$ cat config.mk
export PLATFORM = sky130hd
export DESIGN_NAME = pipe_ctrl_flat
export DESIGN_NICKNAME = d
export VERILOG_FILES = /design/src/rtl/pipe_ctrl_if.sv /design/src/rtl/pipe_ctrl.sv /design/src/flat_wrapper.sv
export SDC_FILE = /design/constraint.sdc
export NUM_CORES = 1
export LEC_CHECK = 0
export BUFFER_PORTS_ARGS = -buffer_cell sky130_fd_sc_hd__buf_2
export CAP_MARGIN = 20
export CORE_UTILIZATION = 53
export CTS_BUF_LIST = sky130_fd_sc_hd__clkbuf_8
export DETAILED_ROUTE_END_ITERATION = 16
export GPL_TIMING_DRIVEN = 0
export HOLD_SLACK_MARGIN = 0.06
export PLACE_DENSITY = 0.82
export SLEW_MARGIN = 20
export SYNTH_ARGS = -nofsm -noshare
export SYNTH_HDL_FRONTEND = slang
export SYNTH_SLANG_ARGS = --single-unit
$ cat constraint.sdc
create_clock -name clk -period 2.05 [get_ports clk]
set_clock_uncertainty 0.2 [all_clocks]
set_input_delay 0.41 -clock clk [delete_from_list [all_inputs] [get_ports clk]]
set_output_delay 0.41 -clock clk [all_outputs]
set_load 0.02 [all_outputs]
$ cat src/rtl/pipe_ctrl_if.sv
// Pipeline control bundle between the RV32I stage logic and the central
// pipeline controller. The pipeline side (master) raises stall requests and
// redirects; the controller (slave) returns the stall vector, flush and
// PC redirect along with stall statistics.
interface pipe_ctrl_if #(
    parameter int CNT_W = 16
);
    logic             stallreq_if;
    logic             stallreq_id;
    logic             stallreq_mem;
    logic             branch_flag_i;
    logic [31:0]      branch_target_i;
    logic [5:0]       stall;
    logic             flush;
    logic             new_pc_valid;
    logic [31:0]      new_pc;
    logic             redirect_pending;
    logic [CNT_W-1:0] stall_cycles;
    logic             stall_timeout;

    modport master (
        output stallreq_if,
        output stallreq_id,
        output stallreq_mem,
        output branch_flag_i,
        output branch_target_i,
        input  stall,
        input  flush,
        input  new_pc_valid,
        input  new_pc,
        input  redirect_pending,
        input  stall_cycles,
        input  stall_timeout
    );

    modport slave (
        input  stallreq_if,
        input  stallreq_id,
        input  stallreq_mem,
        input  branch_flag_i,
        input  branch_target_i,
        output stall,
        output flush,
        output new_pc_valid,
        output new_pc,
        output redirect_pending,
        output stall_cycles,
        output stall_timeout
    );
endinterface

$ cat src/rtl/pipe_ctrl.sv
// Central pipeline controller for the 5-stage RV32I core: merges stage stall
// requests into a per-stage stall vector, sequences EX redirects (deferring
// them while an instruction fetch is still outstanding), and keeps stall
// statistics plus a sticky stall watchdog.
//
//   state | meaning
//   ------+----------------------------------------------------------------
//   RUN   | normal flow; an accepted redirect is issued in the same cycle
//   PEND  | redirect captured during a fetch stall; issued when fetch ends
module pipe_ctrl #(
    parameter int CNT_W   = 16,
    parameter int TIMEOUT = 1024
) (
    input  logic         clk,
    input  logic         rst,
    pipe_ctrl_if.slave   bus
);

    localparam int RUN_W = (TIMEOUT > 2) ? $clog2(TIMEOUT) : 1;
    localparam logic [RUN_W-1:0] RUN_LAST = RUN_W'(TIMEOUT - 1);

    typedef enum logic [0:0] {
        ST_RUN  = 1'b0,
        ST_PEND = 1'b1
    } state_t;

    state_t           state_q, state_d;
    logic [31:0]      pend_pc_q, pend_pc_d;
    logic [CNT_W-1:0] stall_cycles_q, stall_cycles_d;
    logic [RUN_W-1:0] run_cnt_q, run_cnt_d;
    logic             stall_timeout_q, stall_timeout_d;

    logic [5:0]       stall_vec;
    logic             accept;
    logic             flush;
    logic             new_pc_valid;
    logic [31:0]      new_pc;

    // Fixed-priority stall merge (MEM > ID > IF), held at zero during reset.
    always_comb begin
        stall_vec = 6'b000000;
        if (!rst) begin
            if (bus.stallreq_mem) begin
                stall_vec = 6'b011111;
            end else if (bus.stallreq_id) begin
                stall_vec = 6'b000111;
            end else if (bus.stallreq_if) begin
                stall_vec = 6'b000011;
            end
        end
    end

    // A branch held in a stalled EX stage is re-presented later, so only an
    // un-stalled EX counts as an accepted redirect.
    always_comb begin
        accept = !rst && bus.branch_flag_i && !stall_vec[3];
    end

    // Redirect sequencing: next state, pending target and redirect outputs.
    always_comb begin
        state_d      = state_q;
        pend_pc_d    = pend_pc_q;
        flush        = 1'b0;
        new_pc_valid = 1'b0;
        new_pc       = 32'h0000_0000;
        if (rst) begin
            state_d   = ST_RUN;
            pend_pc_d = 32'h0000_0000;
        end else begin
            unique case (state_q)
                ST_RUN: begin
                    if (accept) begin
                        flush = 1'b1;
                        if (!bus.stallreq_if) begin
                            new_pc_valid = 1'b1;
                            new_pc       = bus.branch_target_i;
                        end else begin
                            // Fetch still in flight: the PC cannot take the
                            // target yet, so park it until the fetch returns.
                            pend_pc_d = bus.branch_target_i;
                            state_d   = ST_PEND;
                        end
                    end
                end
                ST_PEND: begin
                    if (accept) begin
                        pend_pc_d = bus.branch_target_i;
                    end
                    if (!bus.stallreq_if) begin
                        // Fetch completed: drop the stale instruction and
                        // steer the PC; a redirect arriving now is younger.
                        flush        = 1'b1;
                        new_pc_valid = 1'b1;
                        new_pc       = accept ? bus.branch_target_i : pend_pc_q;
                        state_d      = ST_RUN;
                    end
                end
                default: begin
                    state_d = ST_RUN;
                end
            endcase
        end
    end

    // Saturating stall-cycle count, consecutive-stall run length, watchdog.
    always_comb begin
        stall_cycles_d  = stall_cycles_q;
        run_cnt_d       = run_cnt_q;
        stall_timeout_d = stall_timeout_q;
        if (stall_vec[0]) begin
            if (stall_cycles_q != {CNT_W{1'b1}}) begin
                stall_cycles_d = stall_cycles_q + CNT_W'(1);
            end
            if (run_cnt_q != RUN_LAST) begin
                run_cnt_d = run_cnt_q + RUN_W'(1);
            end
            if (run_cnt_q == RUN_LAST) begin
                stall_timeout_d = 1'b1;
            end
        end else begin
            run_cnt_d = '0;
        end
    end

    // State and statistics registers with synchronous reset.
    always_ff @(posedge clk) begin
        if (rst) begin
            state_q         <= ST_RUN;
            pend_pc_q       <= 32'h0000_0000;
            stall_cycles_q  <= '0;
            run_cnt_q       <= '0;
            stall_timeout_q <= 1'b0;
        end else begin
            state_q         <= state_d;
            pend_pc_q       <= pend_pc_d;
            stall_cycles_q  <= stall_cycles_d;
            run_cnt_q       <= run_cnt_d;
            stall_timeout_q <= stall_timeout_d;
        end
    end

    assign bus.stall            = stall_vec;
    assign bus.flush            = flush;
    assign bus.new_pc_valid     = new_pc_valid;
    assign bus.new_pc           = new_pc;
    assign bus.redirect_pending = (state_q == ST_PEND);
    assign bus.stall_cycles     = stall_cycles_q;
    assign bus.stall_timeout    = stall_timeout_q;

endmodule

$ cat src/flat_wrapper.sv
// flat-port wrapper written by rule: the top's interface ports become plain ports
module pipe_ctrl_flat 
#(
    parameter int CNT_W   = 16,
    parameter int TIMEOUT = 1024
)
  (clk, rst, bus_stallreq_if, bus_stallreq_id, bus_stallreq_mem, bus_branch_flag_i, bus_branch_target_i, bus_stall, bus_flush, bus_new_pc_valid, bus_new_pc, bus_redirect_pending, bus_stall_cycles, bus_stall_timeout);
  pipe_ctrl_if #(.CNT_W(CNT_W)) bus_i ();
  input  logic clk;
  input  logic rst;
  input wire logic [$bits(bus_i.stallreq_if)-1:0] bus_stallreq_if;
  input wire logic [$bits(bus_i.stallreq_id)-1:0] bus_stallreq_id;
  input wire logic [$bits(bus_i.stallreq_mem)-1:0] bus_stallreq_mem;
  input wire logic [$bits(bus_i.branch_flag_i)-1:0] bus_branch_flag_i;
  input wire logic [$bits(bus_i.branch_target_i)-1:0] bus_branch_target_i;
  output wire logic [$bits(bus_i.stall)-1:0] bus_stall;
  output wire logic [$bits(bus_i.flush)-1:0] bus_flush;
  output wire logic [$bits(bus_i.new_pc_valid)-1:0] bus_new_pc_valid;
  output wire logic [$bits(bus_i.new_pc)-1:0] bus_new_pc;
  output wire logic [$bits(bus_i.redirect_pending)-1:0] bus_redirect_pending;
  output wire logic [$bits(bus_i.stall_cycles)-1:0] bus_stall_cycles;
  output wire logic [$bits(bus_i.stall_timeout)-1:0] bus_stall_timeout;
  assign bus_i.stallreq_if = bus_stallreq_if;
  assign bus_i.stallreq_id = bus_stallreq_id;
  assign bus_i.stallreq_mem = bus_stallreq_mem;
  assign bus_i.branch_flag_i = bus_branch_flag_i;
  assign bus_i.branch_target_i = bus_branch_target_i;
  assign bus_stall = bus_i.stall;
  assign bus_flush = bus_i.flush;
  assign bus_new_pc_valid = bus_i.new_pc_valid;
  assign bus_new_pc = bus_i.new_pc;
  assign bus_redirect_pending = bus_i.redirect_pending;
  assign bus_stall_cycles = bus_i.stall_cycles;
  assign bus_stall_timeout = bus_i.stall_timeout;
  pipe_ctrl #(.CNT_W(CNT_W), .TIMEOUT(TIMEOUT)) u_core (.clk(clk), .rst(rst), .bus(bus_i));
endmodule
* After elaboration in Yosys (flattened, before gate mapping)
Cells that the tools add are included.
** Cells by class
- Add/subtract/negate cells :: 2
- $mul :: 0
- Div/mod/pow operators :: 0
- Magnitude comparators :: 0
- Equality and inequality tests :: 5
- Shift operators :: 0
- Muxes and demuxes :: 23
- Bitwise gates (word level) :: 2
- Reduce and logical (&&, ||, !) cells :: 8
** Operator list (count)
- $mux 32 :: 7
- $pmux 32 s2 :: 2
- $mux 6 :: 3
- $add 16x1->16 const B :: 1
- $ne 16x16->1 const B :: 1
- $add 10x1->10 const B :: 1
- $eq 10x10->1 const B :: 1
- $ne 10x10->1 const B :: 1
- $mux 1 :: 7
- $pmux 1 s2 :: 3
- $reduce_and 2->1 :: 3
- $logic_and 1x1->1 :: 2
- $logic_not 1->1 :: 2
- $mux 2 :: 1
- $ne 2x1->1 const B :: 1
- $ne 2x2->1 const B :: 1
- $not 1->1 :: 2
- $reduce_or 2->1 :: 1
** Storage, ports and cells
- Register bits :: 60
- Bits in latches :: 0
- Memory bits (writable) :: 0
- Bits in read-only memories :: 0
- Bits of input ports :: 38
- Output and inout port bits :: 58
- Word-level logic and storage cells :: 45
- Memories kept :: 0

* Logic depth before layout (Yosys ltp)
Gate-level depths: netlist of the first run.
- Depth in word-level cells :: 10
- Depth in mapped cells :: 6
- Depth with buffers taken out :: 5

* Worst setup path after synthesis of the first run
No wires, ideal clock.
- Kind :: register to output
- Start :: register u_core.state_q, in the netlist u_core.bus.redirect_pending
- End :: output bus_new_pc[22]
- Arrival :: 1493 ps
- Required time :: 1440 ps
- Setup slack :: -53 ps
- Stages on the path, launching flop included :: 5
- Path buffers :: 2
- Path through :: dfxtp_1 -> clkbuf_1 -> clkbuf_1 -> nand3_1 -> a21oi_1
** Between the ends
- Word-level cells in the longest chain between the ends :: 3
** RTL lines
- start: declaration :: RTL line pipe_ctrl.sv:27 : state_t state_q, state_d;
- start signal: assignment :: RTL line pipe_ctrl.sv:134 : state_q <= state_d;
- $not 1->1 :: RTL line pipe_ctrl.sv:70 : unique case (state_q)
- $pmux 32 s2 * :: RTL line pipe_ctrl.sv:70
- $mux 32 * :: RTL line pipe_ctrl.sv:66 : if (rst) begin
- end: declaration :: RTL line flat_wrapper.sv:19 : output wire logic [$bits(bus_i.new_pc)-1:0] bus_new_pc;
Every way passes the cells marked *; elsewhere a longest branch is shown, timed or not.

* Final worst setup path of the first run
- Start :: input rst
- End :: output bus_new_pc[4]
** Between the ends
- Word-level cells in the longest chain between the ends :: 7
- Elaborated cells between the ends (all ways) :: 10
- Those cells by class :: mux: 6; reduce/logical: 4
** RTL lines
- start: declaration :: RTL line flat_wrapper.sv:10 : input logic rst;
- $mux 6 or $logic_not 1->1 (tied branches) :: RTL line pipe_ctrl.sv:42, pipe_ctrl.sv:56
- $logic_not 1->1 or $logic_and 1x1->1 (tied branches) :: RTL line pipe_ctrl.sv:56 : accept = !rst && bus.branch_flag_i && !stall_vec[3];
- $logic_and 1x1->1 :: RTL line pipe_ctrl.sv:56
- $mux 32 :: RTL line pipe_ctrl.sv:94 : new_pc = accept ? bus.branch_target_i : pend_pc_q;
- $mux 32 :: RTL line pipe_ctrl.sv:89 : if (!bus.stallreq_if) begin
- $pmux 32 s2 :: RTL line pipe_ctrl.sv:70
- $mux 32 * :: RTL line pipe_ctrl.sv:66
Marked as above.

==> out/metrics.yaml, run 1 <==
drtIter0Drc: 199
grtUsageTotal: 0.280
syn_area_um2: 3120
hp-class: "primary input to flip-flop"
holdPathStages: 3
syn_nets: 464
ys_ff_latch: 60
violations: "negative setup slack"
critPathSlowestCell: "clkbuf_8"
path_delay_family: "buffers and inverters"
area_delta_synth_final_pct: 37.3
rsz0062_at_grt: "yes"
path_buf_inv: 3
layout-drive-gt1-share: 0.351
cts_buffer_depth: 2
numCtsBuffers: 9
startpoint: "rst"
ant_nets: 0
io_pins: 96
diodes: 0
fp-row-count: 27
nets: 573
crit_top_cell: "buf_2"
r2r-end: "u_core.bus.stall_cycles[10]"
cts_tree: "done"
period_share: 1.01
clockRootBuffer: "clkbuf_8"
grt_max_degree: 11
firstDrtPassIters: 5
leakage_uw: 0.00167
min_period_ns: 2.06
die_width_um: 78.7
cp_cell_sequence: "buf_2, nor2_1, nand2_2, clkbuf_8, nand3_1, a21oi_2, buf_2"
path_max_fanout: 10
via_per_inst: 5.82
final_common_cell: "nand2_1"
syn_inst: 424
fmax_mhz: 485
start_util: 0.560
cts_sinks: 60
worstSetupPathType: "primary input to primary output"
htree_levels: 3
maxCapViolCount: 0
port_buffers: 94
crit_path_end_kind: "primary output"
cp-start-kind: "primary input"
fin_ws_ns: -0.0119
core_area_um2: 5570
min_from: "bus_branch_target_i[10]"
cp.required_ns: 1.44
whs_ns: 0.120
syn_avg_cell_area_um2: 7.36
clk_pin_slew_ns: 0.07
drc_errors: 0
r2r-start: "u_core.bus.stall_cycles[0]"
grt_pass1_wl_um: 13700
synth-warning-count: 0
grt_pass1_vias: 3081
fin_util: 0.769
setup_viol: 3
ys_seq_area_frac: 0.385
arrival_ns: 1.45
hpwl_um: 5960
final_cell_mix: "106 x nand2_1, 75 x buf_2, 59 x dfxtp_1"
vias: 3541
status: "complete, but fails checks"
p_per_area_nw_per_um2: 612
min_to: "u_core.pend_pc_q[10]"
wire_per_inst_um: 14.8
gp_congestion: 0.860
cpPeakStageDelay_ns: 0.20
die_h_um: 78.7
rr_worst_depth: 4
peakVddDrop_v: 0.000431
clock_latency_ns: 0.33
antenna_found_initial: 0
r2r_slack_ns: 0.09
slew_viol_final: 0
report.final.hold_viol_count: 0
die_area_um2: 6200
grt.overflow.total: 0
synthDistinctLibCells: 45
wirelength_um: 8980
## final cells by class
type / count / area, um2
flip-flops and latches: 60 / 1200
clock inverters: 1 / 30.0
inverters: 3 / 13.8
multi-input cells: 329 / 1910
well taps: 72 / 90.1
plain buffers: 28 / 245
clock buffers: 13 / 179
repair buffers: 102 / 611
fillers: 402 / 1290
## worst max path at each step
stage,endpoint,slack [ns],cells past startpoint
2_1_floorplan,bus_new_pc[29],-0.05,4
6_report,bus_new_pc[4],-0.01,7
4_1_cts,bus_new_pc[23],-0.005,4
3_5_place_dp,bus_stall[2],-0.64,6
5_1_grt,bus_new_pc[10],-0.06,7
3_3_place_gp,bus_stall[2],-0.63,6
## registers in the layout, indices dropped and copies added, names as in the netlist
signal and cells:
u_core.bus.stall_cycles 16, u_core.pend_pc_q 32, u_core.bus.stall_timeout 1, u_core.bus.redirect_pending 1, u_core.run_cnt_q 10
## Yosys cell counts (all sizes together)
library cell | count | share of area
o311ai | 2 | 0.0056
mux2i | 1 | 0.0032
buf | 10 | 0.018
nor3 | 2 | 0.0048
nand3 | 41 | 0.070
xnor2 | 2 | 0.0056
nand3b | 1 | 0.0024
or3 | 5 | 0.010
o21a | 1 | 0.0024
clkbuf | 22 | 0.026
nor2 | 16 | 0.019
xor2 | 2 | 0.0056
mux2 | 6 | 0.022
nand2 | 110 | 0.13
and3 | 3 | 0.0060
or2 | 1 | 0.0020
nand4 | 8 | 0.028
o21ai | 7 | 0.011
inv | 3 | 0.0036
or4 | 4 | 0.0096
o41ai | 2 | 0.0056
dfxtp | 60 | 0.38
and2 | 2 | 0.0040
conb | 1 | 0.0012
o311a | 1 | 0.0032
o21bai | 1 | 0.0024
a21oi | 78 | 0.13
nor2b | 7 | 0.014
o31ai | 4 | 0.0096
a211oi | 2 | 0.0048
a31oi | 2 | 0.0040
ha | 2 | 0.0080
nor3b | 2 | 0.0064
nor4 | 8 | 0.026
and4 | 5 | 0.014
## metal layers
| layer | global-route usage | wire length, um | part of all wire |
|---|---|---|---|
| met4 | 0.148 | 297 | 0.033 |
| met5 | 0 | 0 | 0 |
| met1 | 0.356 | 3830 | 0.43 |
| met3 | 0.0437 | 522 | 0.058 |
| met2 | 0.457 | 4330 | 0.48 |
## metrics by stage
stage	setup TNS (ns)	cells	instance area [um2]	total power [uW]	worst slack (ns)
after floorplan	-0.420	424	3200	1370	-0.0535
after global placement	-17.74	590	3760	1460	-0.627
after detailed placement	-19.08	590	3760	1470	-0.641
after CTS	-0.00781	609	4160	2600	-0.00470
after global routing	-0.672	608	4280	2690	-0.0606
final	-0.0225	608	4280	2620	-0.0119
## power by group
group          internal (uW)  total, uW  switching, uW
combinational            117        290            173
clock                    681       1130            446
sequential              1190       1210           18.4
total                   1990       2620            638
## what timing repair did
item,in CTS,in global routing
buffers inserted,6,1
pin swaps,2,4
resized for setup,50,47
setup endpoints to repair,38,39
hold buffers,0,0
cloned,1,0
## cell families after synthesis
group	after synthesis	share of synthesized area
flops	60	0.385
xor+xnor	4	0.0112
simple gates	215	0.348
other cells	1	0.00120
fa+ha+maj	2	0.00802
buf+inv	35	0.0477
compound gates	100	0.174
mux	7	0.0249
## tightest hold or removal path, delay by kind of cell
| family | cells | cell delay, ns |
|---|---|---|
| AOI/OAI and AO/OA | 1 | 0.05 |
| and+or+nand+nor | 1 | 0.05 |
| buffers and inverters | 1 | 0.10 |
(Power assumes the default switching activity.)
==> run 2: changes to the inputs <==
--- a/config.mk
+++ b/config.mk
@@ -8,7 +8,7 @@
 export BUFFER_PORTS_ARGS = -buffer_cell sky130_fd_sc_hd__buf_2
 export CAP_MARGIN = 20
 export CORE_UTILIZATION = 53
-export CTS_BUF_LIST = sky130_fd_sc_hd__clkbuf_8
+export CTS_BUF_LIST = sky130_fd_sc_hd__clkbuf_4
 export DETAILED_ROUTE_END_ITERATION = 16
 export GPL_TIMING_DRIVEN = 0
 export HOLD_SLACK_MARGIN = 0.06
==> run 2 against run 1 <==
  * The run still ends with negative setup slack left
  * Clock power is 32% lower
  * Non-clock buffer count is 21 higher
  * Maximum frequency is 1.6% lower
  * Global-route usage is 1.3 points higher
  * Highest routed layer unchanged
  * Design area is 6.3% higher
  * Count of clock-buffer cells in the layout is 4 lower
  * Worst hold slack worse by 0.066 ns
  * Power is 12% lower
  * Combinational power is 20% higher
  * Wire length is 18% higher
  * Via count is 8.2% higher
  * First-iteration DRC count is 63% higher
==> out/metrics.yaml, run 2 (synthesized netlist as in run 1, its figures left out) <==
die_width_um: 78.7  # unchanged
fin_ws_ns: -0.0465  # -0.0346 ns
dp_cells: 590  # unchanged
hp-class: "primary input to flip-flop"
die_area_um2: 6200  # unchanged
setup_viol: 7  # +4
r2r-end: "u_core.pend_pc_q[31]"
grt_max_degree: 11  # unchanged
drtIter0Drc: 324  # +63%
final_area_um2: 4560  # +6.3%
total_power_uw: 2320  # -12%
cp-start-kind: "primary input"
firstDrtPassIters: 5  # unchanged
period_share: 1.02  # +0.0169
slew_viol_final: 0  # unchanged
via_per_inst: 6.08  # +4.4%
whs_ns: 0.0539  # -0.0658 ns
grt_pass1_vias: 3147  # +2.1%
leakage_uw: 0.00181  # +8.3%
peakVddDrop_v: 0.000462  # +7.1%
antenna_found_initial: 1  # +1
grt_pass1_wl_um: 14200  # +3.8%
largest_reg_flops: 32  # unchanged
cts_buffer_depth: 2  # unchanged
hpwl_um: 5960  # unchanged
r2r-start: "u_core.bus.redirect_pending"
clock_latency_ns: 0.40  # +0.07 ns
critPathSlowestCell: "dlygate4sd3_1"
drc_errors: 0  # unchanged
die_h_um: 78.7  # unchanged
violations: "negative setup slack"
arrival_ns: 1.49  # +0.04 ns
rr_worst_depth: 5  # +1
fin_util: 0.817  # +0.0487
area_delta_synth_final_pct: 46.0
maxCapViolCount: 0  # unchanged
status: "complete, but fails checks"
worstSetupPathType: "primary input to primary output"
final_cell_mix: "93 x nand2_1, 67 x buf_2, 58 x dfxtp_1"
worst_slew_pin_slew_ns: 0.546
vias: 3832  # +8.2%
wire_per_inst_um: 16.8  # +14%
report.final.hold_viol_count: 0  # unchanged
cp_cell_sequence: "dlygate4sd3_1, buf_2, nand2_1, a21oi_2, buf_6"
p_per_area_nw_per_um2: 509  # -17%
fmax_mhz: 477  # -1.6%
min_from: "bus_branch_target_i[29]"
grt.overflow.total: 0  # unchanged
layout-drive-gt1-share: 0.372  # +0.0209
holdPathStages: 3  # unchanged
top_register: "u_core.pend_pc_q"
power.net_switching_uw: 642  # +0.69%
fp-row-count: 27  # unchanged
final_common_cell: "nand2_1"
stdcell_count: 630  # +3.6%
crit_path_end_kind: "primary output"
clk_pin_slew_ns: 0.10  # +0.03 ns
placed_area_um2: 3760  # unchanged
swShare: 0.277  # +0.0336
power_frac_comb: 0.150  # +0.039
core_area_um2: 5570  # unchanged
port_buffers: 94  # unchanged
ant_nets: 0  # unchanged
slew-limit-headroom: 0.636
wirelength_um: 10600  # +18%
min_to: "u_core.pend_pc_q[29]"
numCtsBuffers: 9  # unchanged
cts_tree: "done"
start_util: 0.560  # unchanged
htree_levels: 3  # unchanged
cpPeakStageDelay_ns: 0.57  # +0.37 ns
gp_congestion: 0.860  # unchanged
r2r_slack_ns: 0.07  # -0.02 ns
internal_power_uw: 1680  # -15%
cts_sinks: 60  # unchanged
clkPwrFrac: 0.330  # -0.100
nets: 594  # +3.7%
rsz0062_at_grt: "yes"
power.share.sequential: 0.519  # +0.059
clockRootBuffer: "clkbuf_4"
path_max_fanout: 2  # -8
io_pins: 96  # unchanged
cp.required_ns: 1.44  # about the same
min_period_ns: 2.10  # +0.0346 ns
grtUsageTotal: 0.293  # +0.0125
## run 2: changes by cell type in the layout (fill, tap and decap cells not counted), sizes merged
| cell | change |
|---|---|
| buf | +2 |
| clkinv | +4 |
| dlygate4sd3 | +15 |
| diode | +1 |
| clkbuf | -1 |
| dlymetal6s4s | +1 |
## run 2: through the flow
stage	setup TNS (ns)	setup WS (ns)
2_1_floorplan	-0.420	-0.0535
3_3_place_gp	-17.74	-0.627
3_5_place_dp	-19.08	-0.641
4_1_cts	0	0.00497
5_1_grt	-0.605	-0.0732
6_report	-0.120	-0.0465
## run 2: per-layer routing
metal  GRT usage  up-vias  part of all wire
li1            -     1752                 -
met1       0.366     1807              0.39
met2       0.477      224              0.49
met3      0.0575       49             0.072
met4       0.150        0             0.045
met5           0        -                 0
## run 2: what timing repair did
item / CTS / global route
buffers inserted: 6 / 5
hold buffers: 16 / 0
pin swaps: 2 / 26
cloned: 1 / 1
gates resized for setup: 52 / 89
hold endpoints to repair: 16 / 0
endpoints found under the setup margin: 39 / 39
## run 2: critical path, delay by kind of cell
kind / cells / cell delay (ns)
compound gates: 1 / 0.16
buf+inv: 3 / 0.85
simple gates: 1 / 0.06
## run 2: power by group through the flow
stage          registers, uW  clock network (uW)  logic (uW)
6_report                1200                 766         349
5_1_grt                 1210                 814         369
4_1_cts                 1200                 754         297
3_5_place_dp            1230                   0         241
3_3_place_gp            1230                   0         236
2_1_floorplan           1230                   0         140
## run 2: worst max-delay path by stage
stage	startpoint	end	slack, ns	cells after the start
detailed placement	rst	bus_stall[2]	-0.64	6
global route	bus_branch_target_i[31]	bus_new_pc[31]	-0.07	5
floorplan	u_core.bus.redirect_pending	bus_new_pc[29]	-0.05	4
CTS	rst	bus_stall[2]	0.005	6
finish	bus_branch_target_i[31]	bus_new_pc[31]	-0.05	5
global placement	rst	bus_stall[2]	-0.63	6
## run 2: final cells by class
type | instances | area (um2)
well taps | 72 | 90.1
plain buffers | 28 | 255
clock inverters | 5 | 45.0
diodes | 1 | 2.50
inverters | 3 | 11.3
flip-flops and latches | 60 | 1210
repair buffers | 123 | 876
multi-input cells | 329 | 2000
clock buffers | 9 | 67.6
fillers | 332 | 1020
==> run 3: changes to the inputs <==
--- a/config.mk
+++ b/config.mk
@@ -6,12 +6,12 @@
 export NUM_CORES = 1
 export LEC_CHECK = 0
 export BUFFER_PORTS_ARGS = -buffer_cell sky130_fd_sc_hd__buf_2
-export CAP_MARGIN = 20
 export CORE_UTILIZATION = 53
 export CTS_BUF_LIST = sky130_fd_sc_hd__clkbuf_4
 export DETAILED_ROUTE_END_ITERATION = 16
 export GPL_TIMING_DRIVEN = 0
 export HOLD_SLACK_MARGIN = 0.06
+export MAX_ROUTING_LAYER = met4
 export PLACE_DENSITY = 0.82
 export SLEW_MARGIN = 20
 export SYNTH_ARGS = -nofsm -noshare
==> run 3 against run 2 <==
  * Die area did not move
  * Count of clock-buffer cells in the layout did not move
  * Via count rose by 1.7%
  * Design area fell by 0.11%
  * Largest power group unchanged
  * Critical path type unchanged
  * Power rose by 0.14%
  * Highest routed layer unchanged
  * Sequential cell count did not move
  * The flow still finishes with violations (negative setup slack)
==> out/metrics.yaml, run 3 (synthesized netlist as in run 1, its figures left out) <==
clock_latency_ns: 0.42  # +0.02 ns
arrival_ns: 1.46  # -0.03 ns
die_area_um2: 6200  # unchanged
slew_viol_final: 0  # unchanged
clk_pin_slew_ns: 0.09  # about the same
diodes: 0  # -1
r2r_slack_ns: 0.01  # -0.06 ns
leakage_uw: 0.00182  # +0.40%
report.final.hold_viol_count: 0  # unchanged
cp.required_ns: 1.44  # about the same
hp-class: "primary input to flip-flop"
drtIter0Drc: 296  # -8.6%
die_width_um: 78.7  # unchanged
worstSetupPathType: "primary input to primary output"
crit_path_end_kind: "primary output"
cts_sinks: 60  # unchanged
final_common_cell: "nand2_1"
maxCapViolCount: 0  # unchanged
io_pins: 96  # unchanged
layout-drive-gt1-share: 0.371  # -0.000463
fin_ws_ns: -0.0170  # +0.0295 ns
nets: 592  # -0.34%
fmax_mhz: 484  # +1.4%
grt_max_degree: 11  # unchanged
firstDrtPassIters: 7  # +2
die_h_um: 78.7  # unchanged
grt_pass1_wl_um: 14200  # about the same
area_delta_synth_final_pct: 45.8
min_period_ns: 2.07  # -0.0295 ns
core_area_um2: 5570  # unchanged
htree_levels: 3  # unchanged
grtUsageTotal: 0.301  # +0.00816
internal_power_uw: 1680  # about the same
wire_per_inst_um: 17.1  # +1.2%
worst_slew_pin_slew_ns: 0.530  # -0.0169 ns
status: "complete, but fails checks"
swShare: 0.278  # +0.00165
placed_area_um2: 3760  # unchanged
fillerInstances: 327  # -1.5%
vias: 3897  # +1.7%
hpwl_um: 5960  # unchanged
wirelength_um: 10700  # +0.76%
final_area_um2: 4550  # -0.11%
final_cell_mix: "92 x nand2_1, 67 x buf_2, 58 x dfxtp_1"
power_frac_comb: 0.150  # about the same
numCtsBuffers: 9  # unchanged
antenna_found_initial: 0  # -1
grt.overflow.total: 0  # unchanged
p_per_area_nw_per_um2: 511  # +0.25%
setup_viol: 5  # -2
cts_buffer_depth: 2  # unchanged
cp-start-kind: "primary input"
gp_congestion: 0.874  # +1.6%
path_max_fanout: 6  # +4
clkPwrFrac: 0.332  # +0.002
rsz0062_at_grt: "yes"
clockRootBuffer: "clkbuf_4"
ant_nets: 0  # unchanged
cts_tree: "done"
grt_pass1_vias: 3146  # -0.032%
start_util: 0.560  # unchanged
period_share: 1.01  # -0.0144
peakVddDrop_v: 0.000376  # -19%
drc_errors: 0  # unchanged
top_register: "u_core.pend_pc_q"
violations: "negative setup slack"
via_per_inst: 6.22  # +2.2%
port_buffers: 94  # unchanged
power.net_switching_uw: 647  # +0.74%
power.share.sequential: 0.519  # about the same
fp-row-count: 27  # unchanged
slew-limit-headroom: 0.647  # +0.0112
largest_reg_flops: 32  # unchanged
pre_cts_ws_ns: -0.641  # unchanged
## run 3: layout make-up
class                      instances  area (um2)  share of cell area
buffer                            28         255              0.0561
clock inverter                     5        45.0             0.00990
sequential                        60        1210               0.265
clock buffer                       9        67.6              0.0148
timing repair buffer             121         865               0.190
inverter                           3        11.3             0.00247
tap                               72        90.1              0.0198
multi-input combinational        329        2010               0.442
## run 3: power groups by stage
stage / registers, uW / clock network, uW / logic, uW
detailed placement: 1230 / 0 / 241
global placement: 1230 / 0 / 236
global route: 1210 / 810 / 368
finish: 1200 / 771 / 348
CTS: 1200 / 754 / 297
floorplan: 1230 / 0 / 140
## run 3: final timing paths
kind                          startpoint                    to  cells after the start
max                                  rst         bus_new_pc[1]                      7
min              bus_branch_target_i[26]  u_core.pend_pc_q[26]                      3
max reg2reg  u_core.bus.redirect_pending  u_core.pend_pc_q[14]                      5
min reg2reg         u_core.pend_pc_q[29]  u_core.pend_pc_q[29]                      2
## run 3: stage by stage
stage | setup TNS (ns) | total power [uW] | cells | hold WS [ns] | utilization
2_1_floorplan | -0.420 | 1370 | 424 | 0.237 | -
3_5_place_dp | -19.08 | 1470 | 590 | 0.247 | 0.675
6_report | -0.0558 | 2320 | 627 | 0.0460 | 0.816
5_1_grt | -0.663 | 2380 | 627 | 0.0616 | 0.816
3_3_place_gp | -17.74 | 1460 | 590 | 0.242 | 0.675
4_1_cts | 0 | 2250 | 625 | 0.0603 | 0.759
## run 3: timing repair
item,CTS,global route
gates resized for setup,52,92
pin swaps,2,28
endpoints found under the setup margin,39,39
hold endpoints to repair,16,0
hold buffers,16,0
buffers inserted,6,3
cloned,1,1
## run 3: routing by layer
metal / vias up / wire [um] / track usage
met1: 1808 / 4100 / 0.369
li1: 1744 / - / -
met4: 0 / 707 / 0.150
met5: - / 0 / -
met2: 262 / 5070 / 0.477
met3: 83 / 817 / 0.0540
## run 3: critical path: stages
cell and delay (ns):
buf_8 0.11, nor3b_4 0.24, buf_6 0.18, buf_8 0.14, nand2_2 0.06, a21oi_2 0.15, buf_4 0.16
